==> src/rtl/conv_window_gen.sv <==
// Sliding KERNELxKERNEL window generator: turns a raster pixel stream into
// valid-only, stride-1 windows for the convolution stage.
module conv_window_gen #(
  parameter int KERNEL = 3,
  parameter int N      = 8,
  parameter int IMG_W  = 28,
  parameter int IMG_H  = 28
) (
  input  logic                         clk,
  input  logic                         rst,
  input  logic [N-1:0]                 pix_in,
  input  logic                         pix_en,
  output logic [KERNEL*KERNEL*N-1:0]   data2conv,
  output logic                         en_out,
  output logic                         frame_done
);

  localparam int CW = (IMG_W > 1) ? $clog2(IMG_W) : 1;
  localparam int RW = (IMG_H > 1) ? $clog2(IMG_H) : 1;
  localparam logic [CW-1:0] COL_LAST  = CW'(IMG_W - 1);
  localparam logic [RW-1:0] ROW_LAST  = RW'(IMG_H - 1);
  localparam logic [CW-1:0] COL_FIRST = CW'(KERNEL - 1);
  localparam logic [RW-1:0] ROW_FIRST = RW'(KERNEL - 1);

  localparam logic [0:0] S_FILL = 1'b0;
  localparam logic [0:0] S_RUN  = 1'b1;
  // A 1x1 kernel has nothing to fill, so it starts directly in RUN.
  localparam logic [0:0] S_INIT = (KERNEL > 1) ? S_FILL : S_RUN;

  logic [CW-1:0] r_col;
  logic [RW-1:0] r_row;
  logic [0:0]    r_state;

  logic          w_col_last;
  logic          w_row_last;
  logic          w_col_ok;
  logic          w_emit;
  logic [RW-1:0] w_row_nxt;
  logic [0:0]    w_state_nxt;

  logic [N-1:0]  w_newcol  [KERNEL];
  logic [N-1:0]  w_win_nxt [KERNEL][KERNEL];
  logic [KERNEL*KERNEL*N-1:0] w_pack;

  assign w_col_last = (r_col == COL_LAST);
  assign w_row_last = (r_row == ROW_LAST);
  assign w_row_nxt  = w_row_last ? '0 : r_row + RW'(1);
  assign w_emit     = pix_en && (r_state == S_RUN) && w_col_ok;
  assign w_newcol[KERNEL-1] = pix_in;

  generate
    if (KERNEL > 1) begin : g_buf
      logic [N-1:0] r_lb  [KERNEL-1][IMG_W];
      logic [N-1:0] r_win [KERNEL][KERNEL];

      assign w_col_ok    = (r_col >= COL_FIRST);
      assign w_state_nxt = (w_row_nxt >= ROW_FIRST) ? S_RUN : S_FILL;

      // line_buf[0] holds the row just above pix_in; higher indices are older rows
      for (genvar r = 0; r < KERNEL - 1; r++) begin : g_col
        assign w_newcol[r] = r_lb[KERNEL-2-r][r_col];
      end

      always_ff @(posedge clk) begin
        if (pix_en) begin
          r_lb[0][r_col] <= pix_in;
          for (int k = 1; k < KERNEL - 1; k++) r_lb[k][r_col] <= r_lb[k-1][r_col];
          r_win <= w_win_nxt;
        end
      end

      always_comb begin
        for (int r = 0; r < KERNEL; r++) begin
          for (int c = 0; c < KERNEL - 1; c++) w_win_nxt[r][c] = r_win[r][c+1];
          w_win_nxt[r][KERNEL-1] = w_newcol[r];
        end
      end
    end else begin : g_nobuf
      assign w_col_ok       = 1'b1;
      assign w_state_nxt    = S_RUN;
      assign w_win_nxt[0][0] = w_newcol[0];
    end
  endgenerate

  always_comb begin
    w_pack = '0;
    for (int r = 0; r < KERNEL; r++)
      for (int c = 0; c < KERNEL; c++)
        w_pack[(r*KERNEL+c)*N +: N] = w_win_nxt[r][c];
  end

  // Output stage: window registered one cycle after its bottom-right pixel.
  always_ff @(posedge clk) begin
    if (!rst) begin
      r_col      <= '0;
      r_row      <= '0;
      r_state    <= S_INIT;
      en_out     <= 1'b0;
      frame_done <= 1'b0;
      data2conv  <= '0;
    end else begin
      en_out     <= w_emit;
      frame_done <= w_emit && w_col_last && w_row_last;
      if (w_emit) data2conv <= w_pack;
      if (pix_en) begin
        if (w_col_last) begin
          r_col   <= '0;
          r_row   <= w_row_nxt;
          r_state <= w_state_nxt;
        end else begin
          r_col <= r_col + CW'(1);
        end
      end
    end
  end

endmodule
==> config.mk <==
export PLATFORM = sky130hd
export DESIGN_NAME = conv_window_gen
export DESIGN_NICKNAME = d
export VERILOG_FILES = /design/src/rtl/conv_window_gen.sv
export SDC_FILE = /design/constraint.sdc
export NUM_CORES = 1
export LEC_CHECK = 0
export CAP_MARGIN = 25
export CORE_ASPECT_RATIO = 1.75
export CORE_MARGIN = 2
export CORE_UTILIZATION = 51
export CTS_BUF_LIST = sky130_fd_sc_hd__clkbuf_2
export CTS_CLUSTER_DIAMETER = 120
export DETAILED_ROUTE_END_ITERATION = 8
export PLACE_DENSITY = 0.65
export SYNTH_ARGS = -nofsm -noshare
export SYNTH_HDL_FRONTEND = slang
export SYNTH_SLANG_ARGS = --single-unit
==> constraint.sdc <==
create_clock -name clk -period 3.45 [get_ports clk]
set_clock_uncertainty 0.1 [all_clocks]
set_input_delay 0.69 -clock clk [delete_from_list [all_inputs] [get_ports clk]]
set_output_delay 0.69 -clock clk [all_outputs]
set_load 0.1 [all_outputs]
==> impl_metrics.env, run 1 <==
export IMPL_vias_per_cell=5.688
export IMPL_crit_path_top_delay_cell="dfxtp_1"
export IMPL_synthDominantCellAreaShare_pct=66.79
export IMPL_final_nets=1618
export IMPL_use_met3_pct=4.169
export IMPL_yosys_top_cells_area="edfxtp_1 (67%), dfxtp_1 (7.6%), mux2i_1 (7.3%)"
export IMPL_grt_pass1_wl_mm=80.96
export IMPL_synthesis_nets=1394
export IMPL_fin_crit_sh_pct=85.36
export IMPL_initial_core_util_pct=51.60
export IMPL_antenna_found_initial=1
export IMPL_hp_class="in2reg"
export IMPL_die_h_um=280.6
export IMPL_avgRoutedWirePerCell_um=24.01
export IMPL_die_w_um=162.1
export IMPL_grt_pass1_vias=13120
export IMPL_seq_area_mm2=0.01660
export IMPL_cts_buffers=121
export IMPL_postRouteAntennaNets=0
export IMPL_arrival_ns=3.76
export IMPL_clock_latency_ns=1.14
export IMPL_critPathCaptureType="flop"
export IMPL_powerDensity_mw_per_mm2=501.4
export IMPL_final_area_mm2=0.02529
export IMPL_dieArea_mm2=0.04548
export IMPL_final_cell_mix="edfxtp_1 (496), clkbuf_2 (170), mux2i_1 (163)"
export IMPL_yosysSeqAreaShare_pct=74.42
export IMPL_maxCapViolCount=0
export IMPL_tns_ns=0
export IMPL_path_max_fanout=21
export IMPL_ios=85
export IMPL_root_buffer="clkbuf_2"
export IMPL_leakagePower_nw=8.475
export IMPL_vias=12930
export IMPL_hold_viol=0
export IMPL_async_flop_share_pct=0
export IMPL_grt_busiest_layer="met2"
export IMPL_yosysUniqueCellTypes=58
export IMPL_cp_start_kind="flop"
export IMPL_ys_ff_latch=581
export IMPL_path_cells="buf_4, nand2b_1, buf_4, o22ai_1, nor3_1, nor3_1, inv_1, buf_4"
export IMPL_fillers=3443
export IMPL_grtUsageTotal_pct=24.38
export IMPL_ctsResizeCount=0
export IMPL_max_freq_ghz=0.3396
export IMPL_drt_pass1_iter_count=5
export IMPL_rsz0062_at_grt="no"
export IMPL_cts_buffer_depth=3
export IMPL_overflow=0
export IMPL_grt_max_degree=57
export IMPL_hpwl_mm=35.38
export IMPL_path_delay_family="simple AND/OR/NAND/NOR gates"
export IMPL_slowest_delay_ns=0.82
export IMPL_synthDominantAreaCellType="edfxtp_1"
export IMPL_htree_levels=3
export IMPL_synth_edf_count=496
export IMPL_drt_iter0_markers=1062
export IMPL_ys_warn_count=0
export IMPL_drcViolationCount=0
export IMPL_multiInputGateArea_mm2=0.005240
export IMPL_period_minus_slack_ns=2.945
export IMPL_syn_inst=1378
export IMPL_path_common_cell="buf_4"
export IMPL_clk_pin_slew_ns=0.13
export IMPL_r2r_slack_ns=0.50
export IMPL_place_area_mm2=0.02411
export IMPL_finalWeightedCongestion=0.8867
export IMPL_wirelength_mm=54.57
export IMPL_drv_slew=0
export IMPL_cp_buffers_inverters=4
export IMPL_status="finished clean"
export IMPL_numPortBuffers=84
export IMPL_max_slew_worst_pin_slew_ns=1.030
export IMPL_drive_gt1_share_pct=24.09
export IMPL_rows=101
export IMPL_worstPathRequired_ns=4.27
export IMPL_syn_area_mm2=0.02230
export IMPL_cts_sinks=581
export IMPL_final_common_cell="edfxtp_1"
export IMPL_synth_ff_type="edfxtp_1"
export IMPL_met2_usage_pct=45.23
export IMPL_syn2layout_area_growth_pct=13.41
export IMPL_avgSynthCellArea_um2=16.18
export IMPL_met1_usage_pct=27.53
export IMPL_cts_tree="done"
export IMPL_setup_viol=0
export IMPL_worstSetupPathType="reg2reg"
export IMPL_slew_headroom_pct=31.33
export IMPL_peakVddDrop_uv=236.6
export IMPL_coreArea_mm2=0.04322
[worst reg2reg max path, delay by kind of cell, from the launching register on]
kind,cells,cell delay [ns]
DFF,1,0.82
AOI/OAI and AO/OA,1,0.12
buffers and inverters,4,0.85
and+or+nand+nor,3,0.86
[synthesized netlist by cell type (all sizes together), types with 23 or more instances]
cell	instances
edfxtp	496
nor2	23
o22ai	34
nor2b	28
mux2i	163
clkbuf	30
nand2	137
dfxtp	85
a21boi	59
a22oi	28
a31oi	27
buf	54
[registers in the layout, summed over array words and instances, names as in the netlist]
name	count
g_buf.r_win	48
data2conv	72
en_out	1
r_state	1
frame_done	1
r_row	5
g_buf.r_lb	448
r_col	5
[layer usage]
| metal | part of all wire [%] | up-vias |
|---|---|---|
| li1 | - | 5880 |
| met1 | 37 | 6478 |
| met2 | 54 | 457 |
| met3 | 5.1 | 114 |
| met4 | 3.5 | 0 |
| met5 | 0 | - |
[stage by stage]
step / hold WS, ns / util (%) / setup slack (ns) / std cells / power [W]
global placement: 0.3299 / 55.78 / 0.5328 / 2043 / 0.008711
floorplan: 0.3262 / - / 0.7942 / 1378 / 0.008362
detailed placement: 0.3320 / 55.78 / 0.5627 / 2043 / 0.008726
CTS: 0.1992 / 58.52 / 0.5879 / 2272 / 0.01279
global route: 0.2504 / 58.52 / 0.3961 / 2273 / 0.01316
finish: 0.2953 / 58.52 / 0.5050 / 2273 / 0.01268
[layout make-up]
| type | instances | area share, % |
|---|---|---|
| Timing Repair Buffer | 185 | 6.164 |
| Antenna cell | 1 | 0.009894 |
| Clock inverter | 57 | 1.237 |
| Tap cell | 566 | 2.800 |
| Inverter | 5 | 0.07420 |
| Clock buffer | 170 | 3.364 |
| Multi-Input combinational cell | 708 | 20.72 |
| Sequential cell | 581 | 65.63 |
[final timing paths]
kind / to / cells after the start / from
worst max-delay path: g_buf.r_win[24] / 8 / r_col[2]
worst min-delay path: data2conv[64] / 4 / pix_in[0]
worst max register to register: g_buf.r_win[24] / 8 / r_col[2]
worst min register to register: g_buf.r_win[9] / 0 / g_buf.r_win[1]
[cell families after synthesis]
logic type,Yosys count,share of synthesized area (%)
AND/OR/NAND/NOR,268,5.779
multiplexers,193,9.639
flip-flops,581,74.42
XOR/XNOR,2,0.07856
buffers and inverters,89,2.261
adder cells (fa/ha/maj),5,0.2805
AO/OA/AOI/OAI,240,7.546
[report_power, final]
part / internal [W] / switching [W] / leakage (nW)
registers: 0.00777 / 0.0000430 / 5.20
logic: 0.000274 / 0.000483 / 2.42
clock network: 0.00153 / 0.00259 / 0.855
[what timing repair did]
item	CTS	global route
hold buffers	2	0
setup buffers	0	0
endpoints found under the hold margin	56	0
endpoints found under the setup margin	0	0
Power figures use the tool's default switching activity.
==> run 2: changes to the inputs <==
--- a/config.mk
+++ b/config.mk
@@ -16,3 +16,4 @@
 export SYNTH_ARGS = -nofsm -noshare
 export SYNTH_HDL_FRONTEND = slang
 export SYNTH_SLANG_ARGS = --single-unit
+export TNS_END_PERCENT = 10
==> results of run 2 <==
Final layout, timing and power as in run 1 (identical DEF).
==> RTL edit 1: new RTL, flow settings as in run 2 <==
Add an input register stage for `pix_in` and `pix_en`; this delays them by one clock.
--- a/src/rtl/conv_window_gen.sv
+++ b/src/rtl/conv_window_gen.sv
@@ -29,2 +29,10 @@
 
+  logic [N-1:0] pix_q;
+  logic pix_en_q;
+
+  always_ff @(posedge clk) begin
+    pix_q    <= pix_in;
+    pix_en_q <= pix_en;
+  end
+
   logic [CW-1:0] r_col;
@@ -47,4 +55,4 @@
   assign w_row_nxt  = w_row_last ? '0 : r_row + RW'(1);
-  assign w_emit     = pix_en && (r_state == S_RUN) && w_col_ok;
-  assign w_newcol[KERNEL-1] = pix_in;
+  assign w_emit     = pix_en_q && (r_state == S_RUN) && w_col_ok;
+  assign w_newcol[KERNEL-1] = pix_q;
 
@@ -64,4 +72,4 @@
       always_ff @(posedge clk) begin
-        if (pix_en) begin
-          r_lb[0][r_col] <= pix_in;
+        if (pix_en_q) begin
+          r_lb[0][r_col] <= pix_q;
           for (int k = 1; k < KERNEL - 1; k++) r_lb[k][r_col] <= r_lb[k-1][r_col];
@@ -104,3 +112,3 @@
       if (w_emit) data2conv <= w_pack;
-      if (pix_en) begin
+      if (pix_en_q) begin
         if (w_col_last) begin
Function: same outputs for any inputs over 4 cycles, from zero or initial values and one cycle with rst low; that may be too few to reach the edited logic, so the function may still have changed.
==> RTL edit 1 against run 2 <==
Critical path depth decreased by 7; cell count fell by 1.8%; clock power up 8.7%; sequential cell count is 9 higher; register-to-register slack got worse by 0.13 ns; setup slack lost 0.38 ns; routed wire length about the same; area after synthesis is 0.29% higher; final area is 0.87% higher; total power rose by 4.4%.
==> RTL edit 1: results (changes against run 2) <==
stage	metric	value	unit	change
routing	first_iter_violations	1137		was 1062
critical_path	crit_fanout	2		was 21
global_route	grtUsageMet2	45.6	%	was 45.2%
clock_tree	numCtsBuffers	133		was 121
place	dpl.hpwl	35400	µm	about the same
logic_synthesis	ys_types	61		was 58
global_route	grt_max_degree	71		was 57
place	place_area	24100	µm²	about the same
min_path	hp-class	reg2reg		was in2reg
logic_synthesis	seq_area_frac_synth	75.0	%	was 74.4%
critical_path	slowest_stage	clkdlybuf4s50_1		was dfxtp_1
routing	viasPerCell	5.75		was 5.69
logic_synthesis	synth.top_cells.by_count	496 x edfxtp_1, 141 x nand2_1, 134 x mux2i_1, 94 x dfxtp_1, 47 x a21boi_0		was 496 x edfxtp_1, 163 x mux2i_1, 137 x nand2_1, 85 x dfxtp_1, 48 x a21boi_0
global_route	grt_pass1_wl	80400	µm	was 81000 µm
clock_tree	clk_pin_slew	0.10	ns	was 0.13 ns
pwr	leakage	8.61	nW	was 8.47 nW
routing	routed_wl	54600	µm	about the same
finish	drive_above_1_share	26.3	%	was 24.1%
global_route	gr-usage-all-layers	24.3	%	was 24.4%
critical_path	r2r_setup_slack	0.37	ns	was 0.50 ns
critical_path	crit_family	buffers and inverters		was simple AND/OR/NAND/NOR gates
routing	firstDrtPassIters	6		was 5
clock_tree	cts_setup_buffers	0		unchanged
outcome	status	completed		unchanged
global_route	use_met1	26.5	%	was 27.5%
global_route	use_met3	4.41	%	was 4.17%
logic_synthesis	synth_fp_nets	1335		was 1394
pwr	max-vdd-ir-drop	0.236	mV	was 0.237 mV
global_route	grt_pass1_vias	13100		about the same
-- RTL edit 1: cell count changes in the layout (fill, tap and decap cells not counted), moves of 14 or more --
cell,run 2,this run
mux2i_1,163,134
nor2b_1,27,13
clkbuf_2,170,199
clkinv_1,36,21
a31oi_1,27,10
mux4_2,16,45
nor2_1,23,37
a221oi_1,14,0
-- RTL edit 1: worst paths after layout --
| check | end | startpoint | cells after the start |
|---|---|---|---|
| min | g_buf.r_win[59]$_DFFE_PP_ | g_buf.r_win[51]$_DFFE_PP_ | 0 |
| max | data2conv[59] | data2conv[59]$_SDFFE_PN0P_ | 1 |
| min reg2reg | g_buf.r_win[59]$_DFFE_PP_ | g_buf.r_win[51]$_DFFE_PP_ | 0 |
| max reg2reg | g_buf.r_lb[0][232]$_DFFE_PP_ | r_col[1]$_SDFFE_PN0P_ | 7 |
-- RTL edit 1: final cells by class --
class / count / area [µm²]
fillers: 3419 / 17800
flip-flops and latches: 590 / 16800
multi-input cells: 651 / 5150
repair buffers: 182 / 1570
clock buffers: 199 / 996
well taps: 566 / 708
clock inverters: 38 / 278
inverters: 5 / 18.8
diodes: 2 / 5.00
-- RTL edit 1: repair_timing --
| item | in CTS | in global routing |
|---|---|---|
| hold buffers | 10 | 0 |
| hold endpoints to repair | 31 | 0 |
| gates resized for setup | 0 | 1 |
| endpoints found under the setup margin | 0 | 1 |
-- RTL edit 1: cells by family (layout without fill, tap and decap cells) --
kind of cell    Yosys count  after routing  share of synthesized area [%]
compound gates          206            206                           6.76
xor+xnor                  2              2                         0.0783
fa+ha+maj                 5              5                          0.280
buf+inv                  78            424                           1.97
flops                   590            590                           75.0
mux                     180            180                           10.6
other cells               0              2                              0
simple gates            258            258                           5.33
-- RTL edit 1: report_power, final --
group | switching, mW | internal (mW) | leakage, nW | total [mW]
Sequential | 0.0822 | 7.91 | 5.28 | 7.99
Clock | 2.63 | 1.85 | 0.953 | 4.48
Combinational | 0.486 | 0.292 | 2.38 | 0.778
Total | 3.20 | 10.0 | 8.61 | 13.2
-- RTL edit 1: per-layer routing --
metal	share of wire (%)	wire length, µm	vias up
met2	56	30300	539
met4	3.5	1940	0
met5	0	0	-
met1	35	19300	6457
met3	5.5	3030	130
li1	-	-	5716
-- RTL edit 1: metrics by stage --
stage / worst slack, ns / hold WS, ns / instances
6_report: 0.120 / 0.351 / 2233
5_1_grt: 0.00340 / 0.348 / 2232
4_1_cts: 0.0107 / 0.352 / 2231
3_5_place_dp: 0.363 / 0.333 / 1984
3_3_place_gp: 0.391 / 0.328 / 1980
2_1_floorplan: 0.273 / 0.326 / 1319
==> RTL edit 2: new RTL, config.mk and constraints of run 2 <==
Without the edit above. Set the parameter `IMG_W` to 56 (it was 28).
--- a/src/rtl/conv_window_gen.sv
+++ b/src/rtl/conv_window_gen.sv
@@ -5,3 +5,3 @@
   parameter int N      = 8,
-  parameter int IMG_W  = 28,
+  parameter int IMG_W  = 56,
   parameter int IMG_H  = 28
Function: same outputs for any inputs over 4 cycles, from zero or initial values and one cycle with rst low; that may be too few to reach the edited logic, so the function may still have changed.
==> RTL edit 2 against run 2 <==
The flow now finishes with violations (DRC, setup timing); setup slack worse by 0.58 ns; routed wire length up 130%; area after synthesis up 78%; critical path depth unchanged; total power up 82%; cell count up 76%; global-route usage up 7.7 points; fmax down 16%; sequential cell count up 449; largest power group unchanged; final area up 80%.
==> RTL edit 2: results (changes against run 2) <==
stage	metric	value	unit	change
routing	first_iter_violations	3027		was 1062
global_route	use_met1	37.0	%	was 27.5%
sta	tns	-0.222	ns	was 0 ns
critical_path	max_stage_delay	0.72	ns	was 0.82 ns
global_route	grt_max_degree	66		was 57
logic_synthesis	syn_inst	2364		was 1378
routing	drc_errors	1		was 0
global_route	grtUsageMet2	53.8	%	was 45.2%
global_route	grt_pass1_wl	181000	µm	was 81000 µm
sta	timing.final.ws_setup	-0.0751	ns	was 0.505 ns
critical_path	crit_start	r_col[1]$_SDFFE_PN0P_		was r_col[2]$_SDFFE_PN0P_
routing	met1_length	43100	µm	was 20200 µm
logic_synthesis	synth_edf_count	944		was 496
finish	nets	2808		was 1618
logic_synthesis	ys_types	84		was 58
sta	post-route-period-util	102	%	was 85.4%
sta	relSlewSlack	38.4	%	was 31.3%
pwr	swShare	25.7	%	was 24.6%
pwr	leakage	15.2	nW	was 8.47 nW
finish	fillCellCount	5980		was 3443
critical_path	slowest_stage	or4_1		was dfxtp_1
place	place_area	43400	µm²	was 24100 µm²
outcome	status	finished, violations left		was completed
pwr	seq_power	14.0	mW	was 7.81 mW
logic_synthesis	seq_area_frac_synth	75.9	%	was 74.4%
clock_tree	clk_latency	1.45	ns	was 1.14 ns
global_route	use_met3	6.33	%	was 4.17%
finish	drive_above_1_share	27.9	%	was 24.1%
place	dpl.hpwl	84900	µm	was 35400 µm
pwr	clkPwrFrac	31.3	%	was 32.5%
pwr	seq_power_share	60.4	%	was 61.6%
sta	final-setup-viol-count	18		was 0
outcome	violations	DRC, setup timing		
routing	wl_met2	63900	µm	was 29700 µm
finish	reg_top3	g_buf.r_lb (896), data2conv (72), g_buf.r_win (48)		was g_buf.r_lb (448), data2conv (72), g_buf.r_win (48)
global_route	gr-usage-all-layers	32.0	%	was 24.4%
logic_synthesis	synth_area_leaders	edfxtp_1 72%, dfxtp_1 4.3%, mux2i_1 3.6%, mux4_2 2.6%, a22oi_1 1.8%		was edfxtp_1 67%, dfxtp_1 7.6%, mux2i_1 7.3%, nand2_1 2.3%, a21boi_0 1.6%
routing	vias	25400		was 12900
finish	fin_cells	3996		was 2273
routing	dr.max_layer_used	met5		was met4
logic_synthesis	synth.top_cells.by_count	944 x edfxtp_1, 186 x nand2_1, 143 x mux2i_1, 103 x a21oi_1, 97 x nor2_1		was 496 x edfxtp_1, 163 x mux2i_1, 137 x nand2_1, 85 x dfxtp_1, 48 x a21boi_0
routing	dr_wl_met3	11300	µm	was 2770 µm
critical_path	crit_fanout	25		was 21
place	dpl.cell_count	3594		was 2043
routing	routed_wl	128000	µm	was 54600 µm
clock_tree	numCtsBuffers	209		was 121
global_route	antenna_found_initial	2		was 1
place	post-place-ws	-0.264	ns	was 0.563 ns
pwr	max-vdd-ir-drop	0.268	mV	was 0.237 mV
RTL edit 2: changes by cell type after synthesis, moves of 27 or more:
| cell | run 2 | this run |
|---|---|---|
| o21ai_0 | 16 | 43 |
| mux4_2 | 16 | 45 |
| a22o_1 | 2 | 33 |
| nand2_1 | 137 | 186 |
| a221oi_1 | 14 | 66 |
| edfxtp_1 | 496 | 944 |
| nor2_1 | 23 | 97 |
| a21oi_1 | 21 | 103 |
| buf_2 | 24 | 53 |
| a22oi_1 | 28 | 93 |
| a21boi_0 | 48 | 2 |
RTL edit 2: logic make-up after synthesis:
family / Yosys count / share of synthesized area, %
compound gates: 512 / 9.34
xor+xnor: 4 / 0.0884
flops: 1030 / 75.9
fa+ha+maj: 4 / 0.126
buf+inv: 177 / 2.48
mux: 224 / 7.21
simple gates: 413 / 4.89
RTL edit 2: layout make-up:
class,count,area [µm²],share of cell area [%]
sequential,1030,30100,66.0
multi-input combinational,1157,8720,19.1
timing repair buffer,384,3480,7.64
clock buffer,300,1500,3.30
tap,1027,1280,2.82
clock inverter,86,453,0.994
inverter,11,43.8,0.0961
antenna,1,2.50,0.00549
RTL edit 2: timing repair:
item | CTS | global route
hold endpoints to repair | 531 | 0
hold buffers | 13 | 0
buffers inserted | 1 | 0
gates resized for setup | 8 | 2
endpoints found under the setup margin | 119 | 16
RTL edit 2: final timing paths:
check                                                   to  slack (ns)  depth (start not counted)
worst min register to register  data2conv[48]$_SDFFE_PN0P_        0.34                          2
worst min-delay path            data2conv[64]$_SDFFE_PN0P_        0.25                          4
worst max register to register   g_buf.r_win[55]$_DFFE_PP_       -0.08                          8
worst max-delay path             g_buf.r_win[55]$_DFFE_PP_       -0.08                          8
